## config.mk

```make
export PLATFORM = sky130hd
export DESIGN_NAME = gbc_mbc3_rtc
export DESIGN_NICKNAME = d
export VERILOG_FILES = /design/src/rtl/gbc_rtc_pkg.sv /design/src/rtl/gbc_rtc_counter.sv /design/src/rtl/gbc_mbc3_rtc.sv
export SDC_FILE = /design/constraint.sdc
export NUM_CORES = 1
export LEC_CHECK = 0
export BUFFER_PORTS_ARGS = -buffer_cell sky130_fd_sc_hd__buf_2
export CORE_ASPECT_RATIO = 1.4
export CORE_UTILIZATION = 35
export DETAILED_ROUTE_END_ITERATION = 7
export MAX_ROUTING_LAYER = met4
export PLACE_DENSITY = 0.57
export SLEW_MARGIN = 20
export SYNTH_ARGS = -nofsm -noshare
export SYNTH_HDL_FRONTEND = slang
export SYNTH_SLANG_ARGS = --single-unit
```

## constraint.sdc

```tcl
create_clock -name clk -period 4.4 [get_ports clk]
set_input_delay 1.1 -clock clk [delete_from_list [all_inputs] [get_ports clk]]
set_output_delay 1.1 -clock clk [all_outputs]
set_load 0.01 [all_outputs]
```

## src/rtl/gbc_rtc_pkg.sv

```systemverilog
// Shared types for the MBC3 real-time clock: register indices, field widths,
// the live/latched time record and the 48-bit save image layout.
package gbc_rtc_pkg;

    localparam int SEC_W  = 6;
    localparam int MIN_W  = 6;
    localparam int HOUR_W = 5;
    localparam int DAY_W  = 9;
    localparam int TIME_W = 2 + DAY_W + HOUR_W + MIN_W + SEC_W;
    localparam int SAVE_W = 48;

    typedef enum logic [3:0] {
        RtcLatch = 4'h0,
        RtcSec   = 4'h8,
        RtcMin   = 4'h9,
        RtcHour  = 4'hA,
        RtcDayLo = 4'hB,
        RtcDayHi = 4'hC
    } rtc_reg_e;

    typedef struct packed {
        logic              day_carry;
        logic              halt;
        logic [DAY_W-1:0]  day;
        logic [HOUR_W-1:0] hour;
        logic [MIN_W-1:0]  min;
        logic [SEC_W-1:0]  sec;
    } rtc_time_t;

    // The upper bits stand in for the prescaler state and are always zero.
    typedef struct packed {
        logic [SAVE_W-TIME_W-1:0] pad;
        rtc_time_t                t;
    } save_image_t;

    // Returns {carry, next}; out-of-range values count up to 63 and wrap silently.
    function automatic logic [6:0] inc60(input logic [5:0] v);
        if (v == 6'd59)      return {1'b1, 6'd0};
        else if (v == 6'd63) return {1'b0, 6'd0};
        else                 return {1'b0, v + 6'd1};
    endfunction

    function automatic logic [5:0] inc24(input logic [4:0] v);
        if (v == 5'd23)      return {1'b1, 5'd0};
        else if (v == 5'd31) return {1'b0, 5'd0};
        else                 return {1'b0, v + 5'd1};
    endfunction

endpackage

```

## src/rtl/gbc_rtc_counter.sv

```systemverilog
// Live MBC3 clock fields with cascaded tick/carry; a write to a field replaces
// it and blocks any carry into or through it. Restore overrides everything.
module gbc_rtc_counter
    import gbc_rtc_pkg::*;
(
    input  logic      clk,
    input  logic      rst,
    input  logic      tick,
    input  logic [4:0] wr_field,
    input  logic [7:0] wr_data,
    input  logic      restore,
    input  rtc_time_t restore_time,
    output rtc_time_t live
);

    rtc_time_t nxt;
    logic      c;

    always_comb begin
        nxt = live;
        c   = tick;

        if (wr_field[0]) begin
            nxt.sec = wr_data[5:0];
            c       = 1'b0;
        end else if (c) begin
            {c, nxt.sec} = inc60(live.sec);
        end

        if (wr_field[1]) begin
            nxt.min = wr_data[5:0];
            c       = 1'b0;
        end else if (c) begin
            {c, nxt.min} = inc60(live.min);
        end

        if (wr_field[2]) begin
            nxt.hour = wr_data[4:0];
            c        = 1'b0;
        end else if (c) begin
            {c, nxt.hour} = inc24(live.hour);
        end

        // Day is split across two registers; either write claims the whole field.
        if (wr_field[3] || wr_field[4]) begin
            if (wr_field[3]) nxt.day[7:0] = wr_data;
            if (wr_field[4]) begin
                nxt.day[8]    = wr_data[0];
                nxt.halt      = wr_data[6];
                nxt.day_carry = wr_data[7];
            end
        end else if (c) begin
            if (live.day == 9'd511) begin
                nxt.day       = '0;
                nxt.day_carry = 1'b1;
            end else begin
                nxt.day = live.day + 9'd1;
            end
        end

        if (restore) nxt = restore_time;
    end

    always_ff @(posedge clk or posedge rst) begin
        if (rst) live <= '0;
        else     live <= nxt;
    end

endmodule

```

## src/rtl/gbc_mbc3_rtc.sv

```systemverilog
// Wishbone target for the MBC3 RTC: prescaler, latch port, latched register set
// and single-cycle response. GBC_RTC_SAVE_EN adds the save/restore image ports.
module gbc_mbc3_rtc
    import gbc_rtc_pkg::*;
#(
    parameter int CLK_HZ = 33554432
) (
    input  logic        clk,
    input  logic        rst,
    input  logic [3:0]  addr,
    input  logic [7:0]  dat_to_target,
    output logic [7:0]  dat_to_initiator,
    input  logic        we,
    input  logic        cyc,
    input  logic        stb,
    output logic        ack,
    output logic        stall
`ifdef GBC_RTC_SAVE_EN
    ,
    output logic [47:0] save_image,
    input  logic [47:0] restore_image,
    input  logic        restore_strobe
`endif
);

    localparam int            PW         = (CLK_HZ > 1) ? $clog2(CLK_HZ) : 1;
    localparam logic [PW-1:0] PRESC_LAST = PW'(CLK_HZ - 1);

    // Valid/ready: a request is taken on every cycle with cyc && stb (never
    // stalled) and answered by ack, with read data, on the following cycle only.
    logic          req;
    logic          wr;
    logic [4:0]    wr_field;
    logic [PW-1:0] presc;
    logic          tick;
    logic          restore;
    rtc_time_t     restore_time;
    rtc_time_t     live;
    rtc_time_t     lat;
    logic          arm;
    logic [7:0]    rd_val;

    assign req   = cyc && stb;
    assign wr    = req && we;
    assign stall = 1'b0;

    assign wr_field = {wr && (addr == RtcDayHi), wr && (addr == RtcDayLo),
                       wr && (addr == RtcHour),  wr && (addr == RtcMin),
                       wr && (addr == RtcSec)};

`ifdef GBC_RTC_SAVE_EN
    logic unused_restore_hi;
    assign unused_restore_hi = ^restore_image[47:TIME_W];
    assign restore           = restore_strobe;
    assign restore_time      = restore_image[TIME_W-1:0];
    assign save_image        = {{(SAVE_W-TIME_W){1'b0}}, live};
`else
    assign restore      = 1'b0;
    assign restore_time = '0;
`endif

    assign tick = !live.halt && (presc == PRESC_LAST);

    always_ff @(posedge clk or posedge rst) begin
        if (rst)                          presc <= '0;
        else if (restore || wr_field[0])  presc <= '0;
        else if (!live.halt)              presc <= tick ? '0 : presc + 1'b1;
    end

    gbc_rtc_counter u_counter (
        .clk         (clk),
        .rst         (rst),
        .tick        (tick),
        .wr_field    (wr_field),
        .wr_data     (dat_to_target),
        .restore     (restore),
        .restore_time(restore_time),
        .live        (live)
    );

    // The latch copies the registered (pre-tick) live values on a 0->1 arm edge.
    always_ff @(posedge clk or posedge rst) begin
        if (rst) begin
            lat <= '0;
            arm <= 1'b0;
        end else begin
            if (wr && (addr == RtcLatch)) begin
                arm <= dat_to_target[0];
                if (dat_to_target[0] && !arm) lat <= live;
            end
            if (!restore) begin
                if (wr_field[0]) lat.sec         <= dat_to_target[5:0];
                if (wr_field[1]) lat.min         <= dat_to_target[5:0];
                if (wr_field[2]) lat.hour        <= dat_to_target[4:0];
                if (wr_field[3]) lat.day[7:0]    <= dat_to_target;
                if (wr_field[4]) begin
                    lat.day[8]    <= dat_to_target[0];
                    lat.halt      <= dat_to_target[6];
                    lat.day_carry <= dat_to_target[7];
                end
            end
        end
    end

    always_comb begin
        rd_val = 8'hFF;
        case (addr)
            RtcLatch: rd_val = {7'b0, arm};
            RtcSec:   rd_val = {2'b0, lat.sec};
            RtcMin:   rd_val = {2'b0, lat.min};
            RtcHour:  rd_val = {3'b0, lat.hour};
            RtcDayLo: rd_val = lat.day[7:0];
            RtcDayHi: rd_val = {lat.day_carry, lat.halt, 5'b0, lat.day[8]};
            default:  rd_val = 8'hFF;
        endcase
    end

    always_ff @(posedge clk or posedge rst) begin
        if (rst) begin
            ack              <= 1'b0;
            dat_to_initiator <= 8'hFF;
        end else begin
            ack <= req;
            if (req) dat_to_initiator <= rd_val;
        end
    end

endmodule

```

# Yosys cells after proc, flatten, opt, wreduce, memory -nomap -nowiden
# Cells that the tools add are included.
dict set report classes {
  mux 37
  n_eq_ne 16
  n_reduce_logical 38
  n_addsub 5
}
# operator count
set op_table {}
lappend op_table {{$mux 25} 3}
lappend op_table {{$mux 28} 2}
lappend op_table {{$mux 6} 9}
lappend op_table {{$pmux 8 s6} 1}
lappend op_table {{$reduce_bool 2->1} 15}
lappend op_table {{$mux 9} 3}
lappend op_table {{$add 25x1->25 const B} 1}
lappend op_table {{$eq 25x25->1 const B} 1}
lappend op_table {{$eq 6x6->1 const B} 4}
lappend op_table {{$eq 4x4->1 const B} 5}
lappend op_table {{$mux 5} 4}
lappend op_table {{$mux 8} 2}
lappend op_table {{$reduce_and 2->1} 8}
lappend op_table {{$mux 7} 2}
lappend op_table {{$add 6x1->6 const B} 2}
lappend op_table {{$eq 5x5->1 const B} 2}
lappend op_table {{$logic_and 1x1->1} 10}
lappend op_table {{$add 9x1->9 const B} 1}
lappend op_table {{$eq 9x9->1 const B} 1}
lappend op_table {{$mux 1} 9}
lappend op_table {{$mux 3} 2}
lappend op_table {{$ne 2x1->1 const B} 3}
lappend op_table {{$add 5x1->5 const B} 1}
lappend op_table {{$logic_not 4->1} 1}
lappend op_table {{3 further kinds} 4}
dict set report word_totals {
  word_cells 114
  register_bits 91
}

# Logic depth before layout (Yosys ltp)
dict set report logic_depth {
  word_depth 11
  depth_mapped 9
  mapped_depth_nobuf 8
}

# Cells and area by module
# Synthesis repeated with hierarchy kept, for this count alone.
dict set report hier_totals {
  hier_cells 605
  area_unflattened_um2 5510.3
}
# mod instances cells_each area_per_inst_um2
set by_module_without_submodules {}
lappend by_module_without_submodules {gbc_mbc3_rtc 1 351 3394.5}
lappend by_module_without_submodules {gbc_rtc_counter 1 254 2115.8}

# Worst setup path before layout
# No wires, ideal clock.
dict set report synth_path {
  path_kind {input to register}
  start {input port addr[3]}
  end {register, netlist name u_counter.live[17]}
  setup_ps 125
  path_slack_ps 1357
  t_arrival_ps 2918
  cell_stages 8
  n_path_buf 3
  path_cell_list {clkbuf_1 > nand2b_1 > clkbuf_1 > o311ai_2 > or4_4 > buf_6 > o21ai_4 > mux2_4}
}
dict set report synth_between {
  elab_chain_cells 9
  elab_cells_between_ends 20
  cone_classes {eq/ne (6); mux (6); reduce/logical (8)}
}
# item line_no
set synth_lines {}
lappend synth_lines {{from (decl)} gbc_mbc3_rtc.sv:10} ;# input logic [3:0] addr,
lappend synth_lines {{$eq 4x4->1} gbc_mbc3_rtc.sv:49} ;# wr && (addr == RtcSec)};
lappend synth_lines {{$logic_and 1x1->1} gbc_mbc3_rtc.sv:49}
lappend synth_lines {{$mux 1} gbc_rtc_counter.sv:23} ;# if (wr_field[0]) begin
lappend synth_lines {{$mux 1} gbc_rtc_counter.sv:33} ;# end else if (c) begin
lappend synth_lines {{$mux 1} gbc_rtc_counter.sv:30} ;# if (wr_field[1]) begin
lappend synth_lines {{$mux 1} gbc_rtc_counter.sv:40} ;# end else if (c) begin
lappend synth_lines {{$mux 1} gbc_rtc_counter.sv:37} ;# if (wr_field[2]) begin
lappend synth_lines {{$reduce_bool 2->1 (no line)} n/a}
lappend synth_lines {{$reduce_and 2->1 (no line)} n/a}
# Parallel ways exist; a longest one is shown, timed or not.
# A chain may end at the register's enable or synchronous reset.

# Final worst setup path
dict set report layout_path {
  start {input port addr[2]}
  end {register, netlist name u_counter.live[24]}
}
dict set report layout_between {
  elab_chain_cells 9
  elab_cells_between_ends 20
  cone_classes {eq/ne (6); mux (6); reduce/logical (8)}
}
# item line_no
set layout_lines {}
lappend layout_lines {{$eq 4x4->1} gbc_mbc3_rtc.sv:49}
lappend layout_lines {{$logic_and 1x1->1} gbc_mbc3_rtc.sv:49}
lappend layout_lines {{$mux 1} gbc_rtc_counter.sv:23}
lappend layout_lines {{$mux 1} gbc_rtc_counter.sv:33}
lappend layout_lines {{$mux 1} gbc_rtc_counter.sv:30}
lappend layout_lines {{$mux 1} gbc_rtc_counter.sv:40}
lappend layout_lines {{$mux 1} gbc_rtc_counter.sv:37}
lappend layout_lines {{$reduce_bool 2->1 (no line)} n/a}
lappend layout_lines {{$reduce_and 2->1 (no line)} n/a}
# Parallel ways exist; a longest one is shown, timed or not.

==> qor.csv <==
stage,metric,value,unit
floorplanning,placementRows,52,
global_routing,pin_count_of_the_biggest_net_entering_global_routing,58,
logic_synthesis,synth_largest_area_cell,dfrtp_1,
worst_setup_path,crit_slowest_cell,nor4_2,
global_routing,grt_remaining_overflow,0,
routing,route.vias.total,4398,
sta,finalCritPeriodShare,72.33,%
clock_network,cts_tree,done,
power,power.static_leakage,0.002400,uW
worst_setup_path,crit_required,4670,ps
finish,fillers,1436,
worst_setup_path,worstSetupStartpointType,primary input,
place,dp.final_hpwl,10200,um
logic_synthesis,net_count_synth,596,
worst_setup_path,critPathBufInv,1,
floorplanning,floorplan.io_pins,27,
floorplanning,start_util,35.64,%
min_path,timing.hold.worst.class,register to register,
global_routing,groute.layer.met3.usage,2.606,%
clock_network,cts.root.buffer_cell,clkbuf_16,
sta,report.final.slew_viol_count,0,
logic_synthesis,post_synth_main_area_contributors,"dfrtp_1, nand2_1, nor2_1",
clock_network,cts.repair.resized,0,
floorplanning,floorplan.die.height,145.2,um
finish,fin_cells,780,
global_routing,first_global_vias,4172,
routing,route.detailed.vias_per_inst,5.638,
sta,rsz_0062_raised_after_global_routing,false,
finish,layout.area.seq,0.002287,sq mm
routing,postRouteAntennaNets,0,
logic_synthesis,synth_warnings,0,
clock_network,cts_max_path_buffers,2,
sta,setup_viol_count_final,0,
logic_synthesis,synth_sequential_area_ratio,44.63,%
routing,detail_route.first_pass.iterations,5,
clock_network,clkLatencyLatePin,350,ps
sta,fin_skew,8.164,ps
finish,nNetsFinal,607,
place,placement.io_buffers,25,
sta,finalSetupTns,0,ps
finish,post_route_cells_drive_above_1_share,13.10,%
worst_setup_path,arrival,3450,ps
clock_network,tritoncts_num_sinks,91,
clock_network,postCtsSetupRepairBufs,0,
worst_setup_path,critical_path.cell_chain,"buf_2, nand2b_1, o311ai_2, nor4_2, a21oi_1, o22ai_1",
sta,fmax,0.3142,GHz
logic_synthesis,synth.avg_cell_area,8.960,sq um
logic_synthesis,synth_enable_flop_cells,0,
logic_synthesis,synth_async_sr_flop_share,100.0,%
worst_setup_path,timing.critical_path.slowest_cell_delay,870,ps
global_routing,grt_antenna_before_repair,2,
logic_synthesis,yosys_register_bits,91,
sta,worstMarginPinSlew,939.8,ps
routing,drt_first_iter_violations,272,
power,power.ir.vdd_worst,168.3,uV
logic_synthesis,netlist_area,0.005125,sq mm
floorplanning,die_area,0.01514,sq mm
global_routing,groute.usage.overall,19.42,%
clock_network,cts.htree.levels,3,
logic_synthesis,synth_cell_types,62,
worst_setup_path,crit_fanout,15,
global_routing,grt_use_met2,32.22,%
clock_network,post_cts_hold_buffer_count,0,
floorplanning,die_width,104.3,um
global_routing,grt_first_pass_wirelength,22210,um
worst_setup_path,timing.critical_path.to_type,register,
finish,area.growth.synth_to_final,11.99,%
floorplanning,placeableCoreArea,0.01438,sq mm
run_status,outcome,finished clean,
routing,post-route-drc-count,0,
global_routing,met1_routing_resource_usage_after_global_routing,23.19,%
sta,final-hold-violation-count,0,
clock_network,cts-buffers-inserted,9,
logic_synthesis,post_synthesis_cells,572,
routing,totalWireLength,13850,um
run,max_cap_viol_count,0,
clock_network,cts.reportedPaths.clkPinSlew,70,ps
sta,slew-limit-headroom,36.83,%
place,gp_congestion,0.9405,
logic_synthesis,synth_common_cells,"nand2_1, dfrtp_1, nor2_1, nand3_1, clkbuf_1",
sta,min_period,3182,ps
worst_setup_path,timing.setup.critical_path_class,primary input to register,
worst_setup_path,timing.critical_path.max_delay_family,simple AND/OR/NAND/NOR gates,
logic_synthesis,most_frequent_cell_after_synthesis,nand2_1,
logic_synthesis,synth_top_area_share,40.53,%
logic_synthesis,ys.flop_type,dfrtp_1,
routing,routedWlPerCell,17.76,um
power,power_density,410.1,mW/mm^2
global_routing,grt_most_used_layer,met2,
place,place.detailed.instances,761,
finish,multi_input_comb_area,0.002659,sq mm
-- layout by cell type (no fill, tap or decap), drive strengths merged, types with 5 or more instances in the layout --
cell type / n
a21oi: 20
a22oi: 6
a31oi: 24
and2: 6
and3: 6
buf: 33
clkbuf: 9
dfrtp: 83
dfstp: 8
ha: 7
inv: 11
mux2: 5
mux2i: 9
nand2: 89
nand2b: 7
nand3: 34
nand4: 15
nor2: 60
nor3: 19
nor4: 5
nor4b: 5
o21ai: 22
o22ai: 5
o31ai: 8
or3: 6
or4: 9
xor2: 19
-- flip-flops by register name (all words and copies together), names as in the netlist --
name	count
ack	1
lat	28
arm	1
presc	25
dat_to_initiator	8
u_counter.live	28
-- per-layer routing --
metal | vias up | routed length (um)
met5 | - | 0
li1 | 2102 | -
met3 | 37 | 521
met4 | 0 | 500
met2 | 110 | 6832
met1 | 2149 | 5997
-- area by class of cell --
cell class | count | area share [%]
Multi-Input combinational cell | 438 | 46.33
Inverter | 10 | 0.6758
Antenna cell | 3 | 0.1308
Sequential cell | 91 | 39.85
Timing Repair Buffer | 33 | 3.227
Tap cell | 189 | 4.120
Clock buffer | 9 | 3.924
Clock inverter | 7 | 1.744
-- kinds of logic after synthesis --
logic type / Yosys count / synth area share [%]
simple gates: 282 / 27.54
compound gates: 108 / 13.97
flops: 91 / 44.63
buf+inv: 43 / 3.491
xor+xnor: 22 / 3.760
mux: 18 / 4.834
fa+ha+maj: 7 / 1.709
other cells: 1 / 0.07317
-- per-stage QoR --
step	setup slack (ps)	power [uW]	area, sq um	utilization, %	hold WS (ps)
after floorplan	949.6	1382	5125	-	440.4
after global placement	987.9	1506	5406	37.60	467.3
after detailed placement	892.5	1521	5406	37.60	470.7
after CTS	1248	2374	5732	39.86	482.9
after global routing	1118	2477	5737	39.90	499.0
final	1218	2354	5739	39.91	478.3
-- report_power, final --
part	switching (uW)	total [uW]	leakage (uW)	internal, uW
registers	146	1120	0.00114	979
logic	203	379	0.00111	176
clock network	348	850	0.000149	502
-- path summary, 6_finish.rpt --
kind,startpoint,endpoint,slack [ps],cells after the start
worst min register to register,dat_to_initiator[7],dat_to_initiator[7],480,2
worst max register to register,presc[0],u_counter.live[24],1490,6
max in group asynchronous,rst,lat[7],2920,3
worst max-delay path,addr[2],u_counter.live[24],1220,6
worst min-delay path,dat_to_initiator[7],dat_to_initiator[7],480,2
min in group asynchronous,rst,u_counter.live[18],840,3
-- worst min-delay path: cells and delay by family (launching register included) --
kind	cells	cell delay (ps)
DFF	1	370
AOI/OAI and AO/OA	1	60
and+or+nand+nor	1	50
Note: power is estimated with default switching activity, not from simulation.
